[config.mk]
export PLATFORM = sky130hd
export DESIGN_NAME = dac_wave_gen_flat
export DESIGN_NICKNAME = d
export VERILOG_FILES = /design/src/rtl/dac_wave_pkg.sv /design/src/rtl/dac_wave_gen_if.sv /design/src/rtl/dac_slew_limiter.sv /design/src/rtl/dac_wave_gen.sv /design/src/flat_wrapper.sv
export SDC_FILE = /design/constraint.sdc
export NUM_CORES = 1
export LEC_CHECK = 0
export ABC_AREA = 1
export ABC_CLOCK_PERIOD_IN_PS = 10700
export CAP_MARGIN = 30
export CORE_UTILIZATION = 62
export CTS_CLUSTER_DIAMETER = 150
export DETAILED_ROUTE_END_ITERATION = 8
export PLACE_DENSITY = 0.86
export SLEW_MARGIN = 20
export SYNTH_ARGS = -nofsm -noshare
export SYNTH_HDL_FRONTEND = slang
export SYNTH_HIERARCHICAL = 1
export SYNTH_SLANG_ARGS = --single-unit
[constraint.sdc]
create_clock -name clk -period 10.7 [get_ports clk]
set_input_delay 2.675 -clock clk [delete_from_list [all_inputs] [get_ports clk]]
set_output_delay 2.675 -clock clk [all_outputs]
set_load 0.005 [all_outputs]
[src/rtl/dac_wave_pkg.sv]
// Shared types and reset constants for the dac_wave_gen square-wave code generator.
package dac_wave_pkg;

  localparam int CFG_DW    = 16;
  localparam int CFG_CNT_W = 32;

  localparam logic [CFG_CNT_W-1:0] DEF_HALF = 32'd5000;
  localparam logic [CFG_DW-1:0]    DEF_LO   = 16'h03FF;
  localparam logic [CFG_DW-1:0]    DEF_HI   = 16'h4000;

  typedef enum logic [1:0] {
    ST_IDLE = 2'd0,
    ST_LOW  = 2'd1,
    ST_HIGH = 2'd2
  } wave_state_e;

  typedef struct packed {
    logic [CFG_CNT_W-1:0] half;
    logic [CFG_DW-1:0]    lo;
    logic [CFG_DW-1:0]    hi;
    logic [CFG_DW-1:0]    step;
    logic                 swap_b;
  } wave_cfg_t;

endpackage

[src/rtl/dac_wave_gen_if.sv]
// Config handshake and DAC code bus of dac_wave_gen; master drives config, slave is the generator.
interface dac_wave_gen_if #(
  parameter int DW    = 16,
  parameter int CNT_W = 32
);
  logic             run;
  logic             cfg_valid;
  logic             cfg_ready;
  logic [CNT_W-1:0] cfg_half;
  logic [DW-1:0]    cfg_lo;
  logic [DW-1:0]    cfg_hi;
  logic [DW-1:0]    cfg_step;
  logic             cfg_swap_b;
  logic [DW-1:0]    dac_a;
  logic [DW-1:0]    dac_b;
  logic             phase;
  logic             dac_upd;

  modport master (
    output run, cfg_valid, cfg_half, cfg_lo, cfg_hi, cfg_step, cfg_swap_b,
    input  cfg_ready, dac_a, dac_b, phase, dac_upd
  );

  modport slave (
    input  run, cfg_valid, cfg_half, cfg_lo, cfg_hi, cfg_step, cfg_swap_b,
    output cfg_ready, dac_a, dac_b, phase, dac_upd
  );
endinterface

[src/rtl/dac_slew_limiter.sv]
// One DAC channel code register; with DAC_WAVE_SLEW_EN defined the per-clock step is bounded,
// otherwise the code follows its target directly and step is ignored.
module dac_slew_limiter #(
  parameter int            DW      = 16,
  parameter logic [DW-1:0] RST_VAL = '0
) (
  input  logic          clk,
  input  logic          rst_n,
  input  logic [DW-1:0] target,
  input  logic [DW-1:0] step,
  output logic [DW-1:0] code,
  output logic [DW-1:0] code_nxt
);

  logic [DW-1:0] code_p1;

`ifdef DAC_WAVE_SLEW_EN
  // Difference is taken one bit wider so the magnitude never wraps.
  function automatic logic [DW-1:0] slew_next(input logic [DW-1:0] cur,
                                               input logic [DW-1:0] tgt,
                                               input logic [DW-1:0] stp);
    logic signed [DW:0] diff;
    logic        [DW:0] mag;
    diff = $signed({1'b0, tgt}) - $signed({1'b0, cur});
    mag  = diff[DW] ? $unsigned(-diff) : $unsigned(diff);
    if (stp == '0 || mag <= {1'b0, stp}) return tgt;
    else if (diff[DW])                   return cur - stp;
    else                                 return cur + stp;
  endfunction

  assign code_nxt = slew_next(code_p1, target, step);
`else
  logic unused_step;
  assign unused_step = ^step;
  assign code_nxt    = target;
`endif

  always_ff @(posedge clk or negedge rst_n) begin
    if (!rst_n) code_p1 <= RST_VAL;
    else        code_p1 <= code_nxt;
  end

  assign code = code_p1;

endmodule

[src/rtl/dac_wave_gen.sv]
// Two-channel programmable square-wave DAC code generator with boundary-aligned config updates.
// Optional slew limiting is built when DAC_WAVE_SLEW_EN is defined.
module dac_wave_gen
  import dac_wave_pkg::*;
#(
  parameter int               DW       = dac_wave_pkg::CFG_DW,
  parameter int               CNT_W    = dac_wave_pkg::CFG_CNT_W,
  parameter logic [CNT_W-1:0] DEF_HALF = dac_wave_pkg::DEF_HALF,
  parameter logic [DW-1:0]    DEF_LO   = dac_wave_pkg::DEF_LO,
  parameter logic [DW-1:0]    DEF_HI   = dac_wave_pkg::DEF_HI
) (
  input  logic           clk,
  input  logic           rst_n,
  dac_wave_gen_if.slave  bus
);

  wave_state_e      st, st_nxt;
  logic [CNT_W-1:0] cnt, cnt_nxt, half_m1;
  wave_cfg_t        act, act_nxt, pend;
  logic             ready_p1, phase_p1, upd_p1;
  logic             at_end, accept, apply;
  logic             lvl_hi;
  logic [DW-1:0]    tgt_a, tgt_b;
  logic [DW-1:0]    code_a, code_b, code_a_nxt, code_b_nxt;

  // A half-period of 0 behaves as 1.
  assign half_m1 = (act.half == '0) ? '0 : act.half - 1'b1;
  assign at_end  = (cnt == half_m1);
  assign accept  = bus.cfg_valid && ready_p1;
  // The slot drains in IDLE, on leaving LOW/HIGH, or at the HIGH->LOW boundary.
  assign apply   = !ready_p1 &&
                   (st == ST_IDLE || !bus.run || (st == ST_HIGH && at_end));

  always_comb begin
    st_nxt  = st;
    cnt_nxt = cnt;
    case (st)
      ST_IDLE: begin
        cnt_nxt = '0;
        if (bus.run) st_nxt = ST_LOW;
      end
      ST_LOW: begin
        if (!bus.run)    begin st_nxt = ST_IDLE; cnt_nxt = '0; end
        else if (at_end) begin st_nxt = ST_HIGH; cnt_nxt = '0; end
        else             cnt_nxt = cnt + 1'b1;
      end
      ST_HIGH: begin
        if (!bus.run)    begin st_nxt = ST_IDLE; cnt_nxt = '0; end
        else if (at_end) begin st_nxt = ST_LOW;  cnt_nxt = '0; end
        else             cnt_nxt = cnt + 1'b1;
      end
      default: begin
        st_nxt  = ST_IDLE;
        cnt_nxt = '0;
      end
    endcase
  end

  // Targets follow the next state and next config so codes move on the state edge.
  always_comb begin
    act_nxt = apply ? pend : act;
    lvl_hi  = (st_nxt == ST_HIGH);
    tgt_a   = lvl_hi ? act_nxt.hi : act_nxt.lo;
    tgt_b   = (lvl_hi ^ act_nxt.swap_b) ? act_nxt.hi : act_nxt.lo;
  end

  always_ff @(posedge clk or negedge rst_n) begin
    if (!rst_n) begin
      st       <= ST_IDLE;
      cnt      <= '0;
      act      <= '{half: DEF_HALF, lo: DEF_LO, hi: DEF_HI, step: '0, swap_b: 1'b0};
      ready_p1 <= 1'b1;
      phase_p1 <= 1'b0;
      upd_p1   <= 1'b0;
    end else begin
      st       <= st_nxt;
      cnt      <= cnt_nxt;
      act      <= act_nxt;
      phase_p1 <= (st_nxt == ST_HIGH);
      upd_p1   <= (code_a_nxt != code_a) || (code_b_nxt != code_b);
      if (accept)     ready_p1 <= 1'b0;
      else if (apply) ready_p1 <= 1'b1;
    end
  end

  // Pending payload is only meaningful while the slot is marked full.
  always_ff @(posedge clk) begin
    if (accept) begin
      pend <= '{half: bus.cfg_half, lo: bus.cfg_lo, hi: bus.cfg_hi,
                step: bus.cfg_step, swap_b: bus.cfg_swap_b};
    end
  end

  dac_slew_limiter #(.DW(DW), .RST_VAL(DEF_LO)) u_slew_a (
    .clk      (clk),
    .rst_n    (rst_n),
    .target   (tgt_a),
    .step     (act_nxt.step),
    .code     (code_a),
    .code_nxt (code_a_nxt)
  );

  dac_slew_limiter #(.DW(DW), .RST_VAL(DEF_LO)) u_slew_b (
    .clk      (clk),
    .rst_n    (rst_n),
    .target   (tgt_b),
    .step     (act_nxt.step),
    .code     (code_b),
    .code_nxt (code_b_nxt)
  );

  assign bus.cfg_ready = ready_p1;
  assign bus.dac_a     = code_a;
  assign bus.dac_b     = code_b;
  assign bus.phase     = phase_p1;
  assign bus.dac_upd   = upd_p1;

endmodule

[src/flat_wrapper.sv]
// flat-port wrapper written by rule: the top's interface ports become plain ports
module dac_wave_gen_flat import dac_wave_pkg::*;
#(
  parameter int               DW       = dac_wave_pkg::CFG_DW,
  parameter int               CNT_W    = dac_wave_pkg::CFG_CNT_W,
  parameter logic [CNT_W-1:0] DEF_HALF = dac_wave_pkg::DEF_HALF,
  parameter logic [DW-1:0]    DEF_LO   = dac_wave_pkg::DEF_LO,
  parameter logic [DW-1:0]    DEF_HI   = dac_wave_pkg::DEF_HI
)
  (clk, rst_n, bus_run, bus_cfg_valid, bus_cfg_half, bus_cfg_lo, bus_cfg_hi, bus_cfg_step, bus_cfg_swap_b, bus_cfg_ready, bus_dac_a, bus_dac_b, bus_phase, bus_dac_upd);
  dac_wave_gen_if #(.DW(DW), .CNT_W(CNT_W)) bus_i ();
  input  logic clk;
  input  logic rst_n;
  input wire logic [$bits(bus_i.run)-1:0] bus_run;
  input wire logic [$bits(bus_i.cfg_valid)-1:0] bus_cfg_valid;
  input wire logic [$bits(bus_i.cfg_half)-1:0] bus_cfg_half;
  input wire logic [$bits(bus_i.cfg_lo)-1:0] bus_cfg_lo;
  input wire logic [$bits(bus_i.cfg_hi)-1:0] bus_cfg_hi;
  input wire logic [$bits(bus_i.cfg_step)-1:0] bus_cfg_step;
  input wire logic [$bits(bus_i.cfg_swap_b)-1:0] bus_cfg_swap_b;
  output wire logic [$bits(bus_i.cfg_ready)-1:0] bus_cfg_ready;
  output wire logic [$bits(bus_i.dac_a)-1:0] bus_dac_a;
  output wire logic [$bits(bus_i.dac_b)-1:0] bus_dac_b;
  output wire logic [$bits(bus_i.phase)-1:0] bus_phase;
  output wire logic [$bits(bus_i.dac_upd)-1:0] bus_dac_upd;
  assign bus_i.run = bus_run;
  assign bus_i.cfg_valid = bus_cfg_valid;
  assign bus_i.cfg_half = bus_cfg_half;
  assign bus_i.cfg_lo = bus_cfg_lo;
  assign bus_i.cfg_hi = bus_cfg_hi;
  assign bus_i.cfg_step = bus_cfg_step;
  assign bus_i.cfg_swap_b = bus_cfg_swap_b;
  assign bus_cfg_ready = bus_i.cfg_ready;
  assign bus_dac_a = bus_i.dac_a;
  assign bus_dac_b = bus_i.dac_b;
  assign bus_phase = bus_i.phase;
  assign bus_dac_upd = bus_i.dac_upd;
  dac_wave_gen #(.DW(DW), .CNT_W(CNT_W), .DEF_HALF(DEF_HALF), .DEF_LO(DEF_LO), .DEF_HI(DEF_HI)) u_core (.clk(clk), .rst_n(rst_n), .bus(bus_i));
endmodule
### Word level (Yosys, flattened, before mapping)

Cells that the tools add are included.

| storage, ports and cells | value |
|---|---|
| output and inout port bits | 35 |
| bits in writable memories | 0 |
| input port bits | 85 |
| bits in read-only memories | 0 |
| latch bits | 0 |
| memories | 0 |
| register bits | 231 |
| word-level logic and storage cells | 53 |

| operators by class | value |
|---|---|
| bitwise gates (word level) | 1 |
| eq/ne operators | 6 |
| $mul | 0 |
| reductions and logical operators | 12 |
| muxes and demuxes | 15 |
| add/sub/neg operators | 2 |
| shifts and indexed selects | 0 |
| div/mod/pow operators | 0 |
| $lt $le $gt $ge | 0 |

Operators by type and width:

| kind | count |
|---|---|
| 32-bit two-way mux | 4 |
| 49-bit two-way mux | 1 |
| 32-bit by 1-bit adder with 32-bit output, second input constant | 1 |
| 32-bit equality test | 1 |
| 32-bit zero test | 1 |
| 16-bit two-way mux | 2 |
| 16-bit inequality test | 2 |
| 32-bit by 1-bit subtractor with 32-bit output, second input constant | 1 |
| 2-bit two-way mux | 5 |
| 2-bit case mux with 3 select lines | 1 |
| 2-bit equality test, second input constant | 2 |
| 1-bit logical AND | 3 |
| 1-bit logical OR | 3 |
| 2-bit by 1-bit equality test with 1-bit output, second input constant | 1 |
| 1-bit zero test | 2 |
| 2-bit zero test | 1 |
| 1-bit two-way mux | 2 |
| 2-bit nonzero test | 1 |
| 2-bit OR reduction | 1 |
| 1-bit XOR | 1 |

### Longest topological paths before layout

Gate-level depths: netlist of run 1.

| depth | value |
|---|---|
| depth in word-level cells | 11 |
| mapped depth | 33 |
| gate-level depth less buffers | 31 |

### By module

Netlist of run 1, hierarchy kept.

Modules (own cells, without submodules):

| module | area each (um2) | seq. area each (um2) | cells an instance | times used |
|---|---|---|---|---|
| dac_wave_gen | 10207.3 | 5406.4 | 1208 | 1 |
| dac_slew_limiter | 533.0 | 412.9 | 32 | 2 |

### Worst setup path after synthesis of run 1

Ideal clock, no wire load.

| path | value |
|---|---|
| path type | input to register |
| start | input bus_cfg_valid |
| end | register u_core/pend[0] in the netlist's numbering (enable) |
| library setup time | 435 ps |
| data arrival time | 4286 ps |
| cell stages on the path | 2 |
| path buffers | 0 |
| setup slack | 5979 ps |
| required time | 10265 ps |
| cell sequence | nand2_1 inv_1 |

| on the way | value |
|---|---|
| word-level cells in the longest chain between the ends | 1 |

RTL lines:

| what | line | RTL |
|---|---|---|
| start, declared | flat_wrapper.sv:15 | `input wire logic [$bits(bus_i.cfg_valid)-1:0] bus_cfg_valid;` |
| 1-bit logical AND | dac_wave_gen.sv:29 | `assign accept = bus.cfg_valid && ready_p1;` |
| named net u_core.accept | dac_wave_gen.sv:21 | `logic at_end, accept, apply;` |
| end signal, assigned | dac_wave_gen.sv:89 | `pend <= '{half: bus.cfg_half, lo: bus.cfg_lo, hi: bus.cfg_hi,` |
| end, declared | dac_wave_gen.sv:19 | `wave_cfg_t act, act_nxt, pend;` |

The timed path passes the listed nets, and every way through them passes these cells.
A chain may end at the register's enable or synchronous reset.

==> run metrics, run 1 <==
Crit path required time=11,000 ps; final non-filler cell total=1,516; maximum clock path buffer count=2; hold bufs inserted after CTS=0; Slew @ Worst Pin=935 ps; fillers=1,204; clock transition at the registers of the reported paths=80 ps; CTS H-tree lvls=4; Final Hold Viols=0; Avg Inst Size Synth=8.34 sq um; fin crit share=55.4%; Clk pwr share=21.0%; Startpoint Class=input pin; Tot Pwr=3.21 mW; worst skew pair latency=450 ps; Rel. slew slack=37.4%; unrepaired setup endpoints after global routing=false; CTS Buf Count=17; Comb pwr share=40.2%; setup bufs post-CTS=0; CTS tree=built; first-pass GRT wire length=39,400 um; number of global-route vias before repair=7,770; total of max-cap violations=0; buffers added on ports=103; initial antenna violation count=0; die height=130 um; Max Slew Vio Count=0; Routability Congestion=0.921; Net Sw Power=1.31 mW; Worst Path Class, Setup=in -> reg; Clock Tree Root=clkbuf_16; first-iteration detailed-routing DRC count=1,083; design area=0.0118 sq mm; Syn Std Cell Area=0.0102 sq mm; DP Cell Count=1,484; commonest non-fill, non-tap cells in the layout=nand2_1 (341), nor2_1 (156), nand3_1 (123); # resized after CTS=0; Syn. warnings=6; post-DR vias/cell=5.67; Net Sw Frac=40.7%; post-DP HPWL=18,000 um; Min-Delay Path Class=reg -> reg; Die ar.=0.0170 sq mm; drt drc=0; Core Box Area=0.0160 sq mm; worst vdd ir=0.169 mV; Worst Hold Slack=482 ps; Period minus WS final=5920 ps; Total Wirelength=25,200 um; endpoint class of the critical path=flip-flop; outcome=finished, final reports clean; clk sinks=199; layout cells sized above 1=8.46%; most common cell after layout, fill and taps aside=nand2_1; Worst Skew=13.3 ps; crit-path max FO=93; Routed Antenna Nets=0; CP arrival=6220 ps; Placed Area=0.0112 sq mm; GR Overflow Total=0; Fmax=169 MHz; Total Routing Usage GR=31.0%; routed len/inst=16.6 um; Power Dens Cells=272 mW/mm^2; die width=130 um; I/O Pins=120; endpoints failing setup=0; power share of the sequential group=38.8%; row cnt=46; Post-Syn Nets=1,314; Lkg Pwr=5.16 nW; largest net degree at the start of global routing=94; via count=8,600; nets=1,378; Internal Power=1.90 mW; DRT Pass-1 Iters=8; Starting Density=63.8%; diode count=0; Area Overhead vs Synth=15.6%; setup TNS=0 ps; Cells after Synth=1,223
## stage by stage
| step | setup slack, ps | util [%] |
|---|---|---|
| 3_5_place_dp | 4490 | 69.8 |
| 4_1_cts | 4900 | 73.7 |
| 5_1_grt | 4510 | 73.7 |
| 6_report | 4780 | 73.7 |
| 3_3_place_gp | 4610 | 69.4 |
| 2_1_floorplan | 6110 | - |
## worst paths after layout
kind                                             from                           end  slack, ps  cells after the start
setup / recovery                              bus_run  u_core/bus.dac_upd$_DFF_PN0_       4780                     15
min in group asynchronous                       rst_n      u_core/cnt[13]$_DFF_PN0_       2170                      1
hold / removal              u_core/pend[55]$_DFFE_PP_    u_core/act[55]$_DFFE_PN0N_        480                      1
max in group asynchronous                       rst_n      u_core/act[37]$_DFF_PN1_       7400                      3
setup reg to reg           u_core/act[49]$_DFFE_PN0N_  u_core/bus.dac_upd$_DFF_PN0_       5130                     26
hold reg to reg             u_core/pend[55]$_DFFE_PP_    u_core/act[55]$_DFFE_PN0N_        480                      1
## state kept, by name (all words and copies together) (netlist names)
register	cells
u_core/act	65
u_core/bus.cfg_ready	1
u_core/bus.dac_upd	1
u_core/bus.phase	1
u_core/cnt	32
u_core/pend	65
u_core/st	2
u_core/u_slew_a/code	16
u_core/u_slew_b/code	16
## critical path, stage by stage
cell,delay [ps]
clkdlybuf4s50_1,510
inv_1,90
nor2_1,170
o21ai_4,280
nand2_2,160
buf_4,680
nand2_1,160
nand2_1,180
nand2_1,80
nand2_1,210
o21ai_0,120
a221oi_1,230
nand4_1,160
nor4_1,290
nand3_1,150
## power by group through the flow
stage | Combinational [mW] | Clock (mW) | Sequential, mW
2_1_floorplan | 0.983 | 0 | 1.22
4_1_cts | 1.27 | 0.678 | 1.24
3_3_place_gp | 1.19 | 0 | 1.24
5_1_grt | 1.42 | 0.707 | 1.27
3_5_place_dp | 1.24 | 0 | 1.25
6_report | 1.29 | 0.672 | 1.25
## cell type report
cell class              instances  area, sq um  area share (%)
clock buffers                  17          425            3.61
clock inverters                15          208            1.76
inverters                     119          447            3.79
multi-input cells             841         3980            33.7
flip-flops and latches        199         5350            45.4
well taps                     216          270            2.29
repair buffers                109         1120            9.47
## per-layer routing
layer | routed length (um) | part of all wire [%] | vias to the layer above | global-route usage, %
met4 | 469 | 1.9 | 0 | 9.10
li1 | - | - | 4075 | -
met1 | 11400 | 45 | 4061 | 46.9
met3 | 2280 | 9.1 | 44 | 5.66
met5 | 0 | 0 | - | 0
met2 | 11100 | 44 | 420 | 45.7
(Power assumes the default switching activity.)
==> run 2, diff against run 1 <==
--- a/config.mk
+++ b/config.mk
@@ -6,12 +6,12 @@
 export NUM_CORES = 1
 export LEC_CHECK = 0
 export ABC_AREA = 1
-export ABC_CLOCK_PERIOD_IN_PS = 10700
+export ABC_CLOCK_PERIOD_IN_PS = 4900
 export CAP_MARGIN = 30
-export CORE_UTILIZATION = 62
+export CORE_UTILIZATION = 52
 export CTS_CLUSTER_DIAMETER = 150
 export DETAILED_ROUTE_END_ITERATION = 8
-export PLACE_DENSITY = 0.86
+export PLACE_DENSITY = 0.77
 export SLEW_MARGIN = 20
 export SYNTH_ARGS = -nofsm -noshare
 export SYNTH_HDL_FRONTEND = slang
==> constraint.sdc (replaced) <==
create_clock -name clk -period 4.9 [get_ports clk]
set_input_delay 1.225 -clock clk [delete_from_list [all_inputs] [get_ports clk]]
set_output_delay 1.225 -clock clk [all_outputs]
set_load 0.005 [all_outputs]
==> run metrics, run 2 (synthesis results as in run 1) <==
layout cells sized above 1=9.16% (+0.70 points); first-iteration detailed-routing DRC count=1,088 (+0.46%); most common cell after layout, fill and taps aside=nand2_1; via count=8,398 (-2.3%); Power Dens Cells=585 mW/mm^2 (+110%); Startpoint Class=flip-flop; Area Overhead vs Synth=17.2%; beginning of the critical path=u_core/act[49]$_DFFE_PN0N_; Die ar.=0.0202 sq mm (+19%); outcome=finished, final reports clean; Rel. slew slack=46.6% (+9.2 points); setup TNS=0 ps (unchanged); routed len/inst=15.8 um (-4.7%); post-DP HPWL=18,500 um (+3.1%); final non-filler cell total=1,570 (+3.6%); Clock Tree Root=clkbuf_16; Worst Setup Slack, final=418 ps (-4360 ps); Fmax=223 MHz; Worst Hold Slack=457 ps (-24.9 ps); Routed Antenna Nets=0 (unchanged); drt drc=0 (unchanged); Routability Congestion=0.938 (+1.9%); CP most frequent cell=nand2_1; Worst Path Class, Setup=reg -> reg; endpoints failing setup=0 (unchanged); GR Overflow Total=0 (unchanged); diode count=0 (unchanged); reg2reg setup slack=420 ps (-4710 ps); die width=142 um (+9.0%); die height=142 um (+9.0%); worst skew pair latency=430 ps (-20 ps); crit-path max FO=53 (-43%); Min-Delay Path Class=reg -> reg; Total Wirelength=24,800 um (-1.4%); worst vdd ir=0.298 mV (+77%); row cnt=50 (+8.7%); Worst setup endpoint=u_core/bus.dac_upd$_DFF_PN0_; CP arrival=4780 ps (-1440 ps); Final Hold Viols=0 (unchanged); maximum clock path buffer count=2 (unchanged); initial antenna violation count=0 (unchanged); min-delay src=u_core/pend[51]$_DFFE_PP_; nets=1,388 (+0.73%); Crit path required time=5200 ps (-5800 ps); endpoint class of the critical path=flip-flop; clock transition at the registers of the reported paths=80 ps (about the same); Core Box Area=0.0190 sq mm (+18%); CTS H-tree lvls=4 (unchanged); Placed Area=0.0113 sq mm (+1.1%); largest net degree at the start of global routing=70 (-26%); Largest stage delay, worst path=410 ps (-270 ps); Lkg Pwr=5.20 nW (+0.62%); r2r startpoint=u_core/act[49]$_DFFE_PN0N_; hold bufs inserted after CTS=0 (unchanged); CTS Buf Count=17 (unchanged); Period minus WS final=4480 ps; Total Routing Usage GR=26.0% (-5.0 points); worst hold stages=1 (unchanged); unrepaired setup endpoints after global routing=false; fin crit share=91.5%; Reg2Reg Capture Point=u_core/bus.dac_upd$_DFF_PN0_; I/O Pins=120 (unchanged); commonest non-fill, non-tap cells in the layout=nand2_1 (341), nor2_1 (156), nand3_1 (123); Worst Reg-to-Reg Cells=27 (+3.8%); Critical Path Slowest Stage Cell=dfrtp_1; CTS tree=built; Worst Skew=14.3 ps (+1.06 ps); fin util=63.1% (-11 points); Slew @ Worst Pin=800 ps (-135 ps); Tot Pwr=6.99 mW (+120%); fillers=1,559 (+29%); biggest regs=u_core/act (65), u_core/pend (65), u_core/cnt (32); total of max-cap violations=0 (unchanged); Starting Density=53.8% (-9.9 points); dpl ws=196 ps (-4300 ps); post-DR vias/cell=5.35 (-5.7%); design area=0.0120 sq mm (+1.3%); DP Cell Count=1,537 (+3.6%); Max Slew Vio Count=0 (unchanged); DRT Pass-1 Iters=6 (-2); buffers added on ports=103 (unchanged); first-pass GRT wire length=40,300 um (+2.4%); number of global-route vias before repair=7,810 (+0.51%); clk sinks=199 (unchanged)
[run 2: cell count changes in the layout (fill, tap and decap cells not counted), sizes merged]
cell | before | now
buf | 7 | 17
clkinv | 7 | 9
inv | 127 | 125
[run 2: worst min path at each step]
| stage | end | slack, ps |
|---|---|---|
| 2_1_floorplan | u_core/act[51]$_DFFE_PN0N_ | 430 |
| 4_1_cts | u_core/act[51]$_DFFE_PN0N_ | 460 |
| 3_3_place_gp | u_core/act[73]$_DFFE_PN0N_ | 440 |
| 5_1_grt | u_core/act[73]$_DFFE_PN0N_ | 490 |
| 6_report | u_core/act[51]$_DFFE_PN0N_ | 460 |
| 3_5_place_dp | u_core/act[73]$_DFFE_PN0N_ | 440 |
[run 2: power breakdown]
group | internal (mW) | total, mW | switching [mW] | leakage [nW]
combinational | 1.11 | 2.83 | 1.72 | 2.68
sequential | 2.37 | 2.71 | 0.338 | 2.21
clock | 0.711 | 1.45 | 0.737 | 0.303
[run 2: critical path: cells and delay by family, from the launching register on]
family / cells / cell delay (ps)
DFF: 1 / 410
and+or+nand+nor: 19 / 2470
AOI/OAI and AO/OA: 4 / 660
buffers and inverters: 3 / 540
adders and majority gates: 1 / 240
[run 2: cell type report]
cell class / count / area [sq um] / share of cell area (%)
inverter: 119 / 447 / 3.74
timing repair buffer: 119 / 1200 / 10.0
sequential: 199 / 5350 / 44.8
clock inverter: 15 / 209 / 1.75
multi-input combinational: 841 / 4000 / 33.4
clock buffer: 17 / 425 / 3.56
tap: 260 / 325 / 2.72
[run 2: repair_timing]
item / in CTS / in global routing
gates resized for setup: 0 / 5
endpoints found under the setup margin: 0 / 1
buffers inserted: 0 / 1
[run 2: routing by layer]
layer | part of all wire, % | track usage, % | vias to the layer above
li1 | - | - | 4090
met1 | 46 | 39.7 | 3922
met2 | 44 | 37.5 | 360
met3 | 8.8 | 6.36 | 26
met4 | 1.2 | 5.32 | 0
met5 | 0 | 0 | -
==> run 3, diff against run 2 <==
--- a/config.mk
+++ b/config.mk
@@ -8,10 +8,11 @@
 export ABC_AREA = 1
 export ABC_CLOCK_PERIOD_IN_PS = 4900
 export CAP_MARGIN = 30
+export CORE_MARGIN = 2
 export CORE_UTILIZATION = 52
 export CTS_CLUSTER_DIAMETER = 150
 export DETAILED_ROUTE_END_ITERATION = 8
-export PLACE_DENSITY = 0.77
+export PLACE_DENSITY_LB_ADDON = 0.3
 export SLEW_MARGIN = 20
 export SYNTH_ARGS = -nofsm -noshare
 export SYNTH_HDL_FRONTEND = slang
==> run metrics, run 3 (synthesis results as in run 1) <==
outcome=finished, final reports clean; clk sinks=199 (unchanged); nets=1,388 (unchanged); I/O Pins=120 (unchanged); CP arrival=4880 ps (+100 ps); maximum clock path buffer count=2 (unchanged); worst skew pair latency=440 ps (about the same); routed len/inst=15.6 um (-1.2%); endpoint class of the critical path=flip-flop; Worst Skew=12.6 ps (-1.76 ps); layout cells sized above 1=9.16% (unchanged); first-pass GRT wire length=39,400 um (-2.1%); setup TNS=0 ps (unchanged); biggest regs=u_core/act (65), u_core/pend (65), u_core/cnt (32); Rel. slew slack=49.2% (+2.6 points); die width=144 um (+1.4%); Worst Path Class, Setup=reg -> reg; post-DP HPWL=18,000 um (-2.9%); Routability Congestion=0.947 (+0.94%); Crit path required time=5210 ps (about the same); Total Wirelength=24,600 um (-0.91%); worst vdd ir=0.278 mV (-6.9%); crit-path max FO=27 (-49%); Lkg Pwr=5.17 nW (-0.49%); Period minus WS final=4570 ps (+87.8 ps); commonest non-fill, non-tap cells in the layout=nand2_1 (341), nor2_1 (156), nand3_1 (123); GR Overflow Total=0 (unchanged); Startpoint Class=flip-flop; Starting Density=52.8% (-1.1 points); total of max-cap violations=0 (unchanged); Routed Antenna Nets=0 (unchanged); Min-Delay Path Class=reg -> reg; diode count=0 (unchanged); fillers=1,684 (+8.0%); CTS H-tree lvls=4 (unchanged); final non-filler cell total=1,575 (+0.32%); Worst Hold Slack=459 ps (+1.65 ps); dpl ws=110 ps (-86.2 ps); CTS tree=built; CTS Buf Count=17 (unchanged); unrepaired setup endpoints after global routing=false; row cnt=51 (+2.0%); first-iteration detailed-routing DRC count=939 (-14%); Die ar.=0.0208 sq mm (+2.8%); via count=8,385 (-0.15%); Area Overhead vs Synth=16.4%; Power Dens Cells=580 mW/mm^2 (-0.72%); buffers added on ports=103 (unchanged); drt drc=0 (unchanged); Total Routing Usage GR=24.7% (-1.3 points); most common cell after layout, fill and taps aside=nand2_1; Slew @ Worst Pin=761 ps (-39.2 ps); number of global-route vias before repair=7,591 (-2.8%); largest net degree at the start of global routing=61 (-13%); Core Box Area=0.0193 sq mm (+2.0%); post-DR vias/cell=5.32 (-0.47%); die height=144 um (+1.4%); Clock Tree Root=clkbuf_16; DP Cell Count=1,542 (+0.33%); clock transition at the registers of the reported paths=70 ps (about the same); Max Slew Vio Count=0 (unchanged); fin crit share=93.3% (+1.8 points); reg2reg setup slack=330 ps (-90 ps); endpoints failing setup=0 (unchanged); Fmax=219 MHz (-1.9%); DRT Pass-1 Iters=5 (-1); Final Hold Viols=0 (unchanged); initial antenna violation count=0 (unchanged); Worst Setup Slack, final=330 ps (-87.8 ps)
[run 3: cell count changes in the layout (fill, tap and decap cells not counted), moves of 2 or more]
cell | previous run | this run
buf_12 | 2 | 0
buf_4 | 12 | 14
clkinv_8 | 6 | 1
inv_12 | 4 | 0
inv_6 | 2 | 4
[run 3: layout make-up]
cell class	instances	area (sq um)	area share (%)
clock buffers	20	468	3.94
flip-flops and latches	199	5350	45.0
inverters	119	452	3.80
repair buffers	118	1150	9.67
clock inverters	12	105	0.885
multi-input cells	842	4020	33.9
well taps	265	332	2.79
[run 3: path summary, 6_finish.rpt]
path	startpoint	to	cells after the start
worst max-delay path	u_core/act[49]$_DFFE_PN0N_	u_core/bus.dac_upd$_DFF_PN0_	27
min in group asynchronous	rst_n	u_core/cnt[5]$_DFF_PN0_	1
max in group asynchronous	rst_n	u_core/act[33]$_DFF_PN1_	2
worst max register to register	u_core/act[49]$_DFFE_PN0N_	u_core/bus.dac_upd$_DFF_PN0_	27
worst min register to register	u_core/pend[55]$_DFFE_PP_	u_core/act[55]$_DFFE_PN0N_	1
worst min-delay path	u_core/pend[55]$_DFFE_PP_	u_core/act[55]$_DFFE_PN0N_	1
[run 3: power by group]
group | leakage [nW] | internal (mW) | switching, mW | total [mW]
clock network | 0.281 | 0.709 | 0.654 | 1.36
registers | 2.21 | 2.37 | 0.336 | 2.71
logic | 2.68 | 1.09 | 1.73 | 2.82
[run 3: what timing repair did]
item	in CTS	in global routing
endpoints found under the setup margin	0	1
hold buffers	0	0
buffers inserted	0	0
resized for setup	0	9
endpoints found under the hold margin	0	0
[run 3: through the flow]
stage,power (mW),area (sq um),utilization [%]
floorplan,4.80,10200,-
global placement,5.40,11300,58.2
detailed placement,5.47,11300,58.2
CTS,6.86,11800,61.2
global route,7.38,11900,61.4
finish,6.89,11900,61.4
[run 3: worst max-delay path, cell delays in order (launching register included)]
cell      delay [ps]
dfrtp_1          390
inv_1            160
ha_1             240
nand2_2          110
nor2_4           200
nand2_1          100
inv_2            150
nand2_8          150
nand2_1          110
nand2_1           60
nand2_1           60
nand3_1           60
nor2_1           120
nand2_1           60
nor2_1           190
nand3_2          200
a21oi_1          180
nand2_1          100
a21oi_2          220
nand3_2          290
nand3_1          180
nand2_1          100
inv_1             80
o21ai_0           80
a221oi_1         220
nand4_1          220
nor4_4           250
nand3_1          110
[run 3: metal layers]
metal	vias to the layer above	share of wire, %	track usage [%]	wire (um)
li1	4097	-	-	-
met4	0	1.3	6.19	311
met5	-	0	0	0
met2	302	44	34.8	10700
met1	3959	48	39.7	11900
met3	27	6.7	3.94	1650
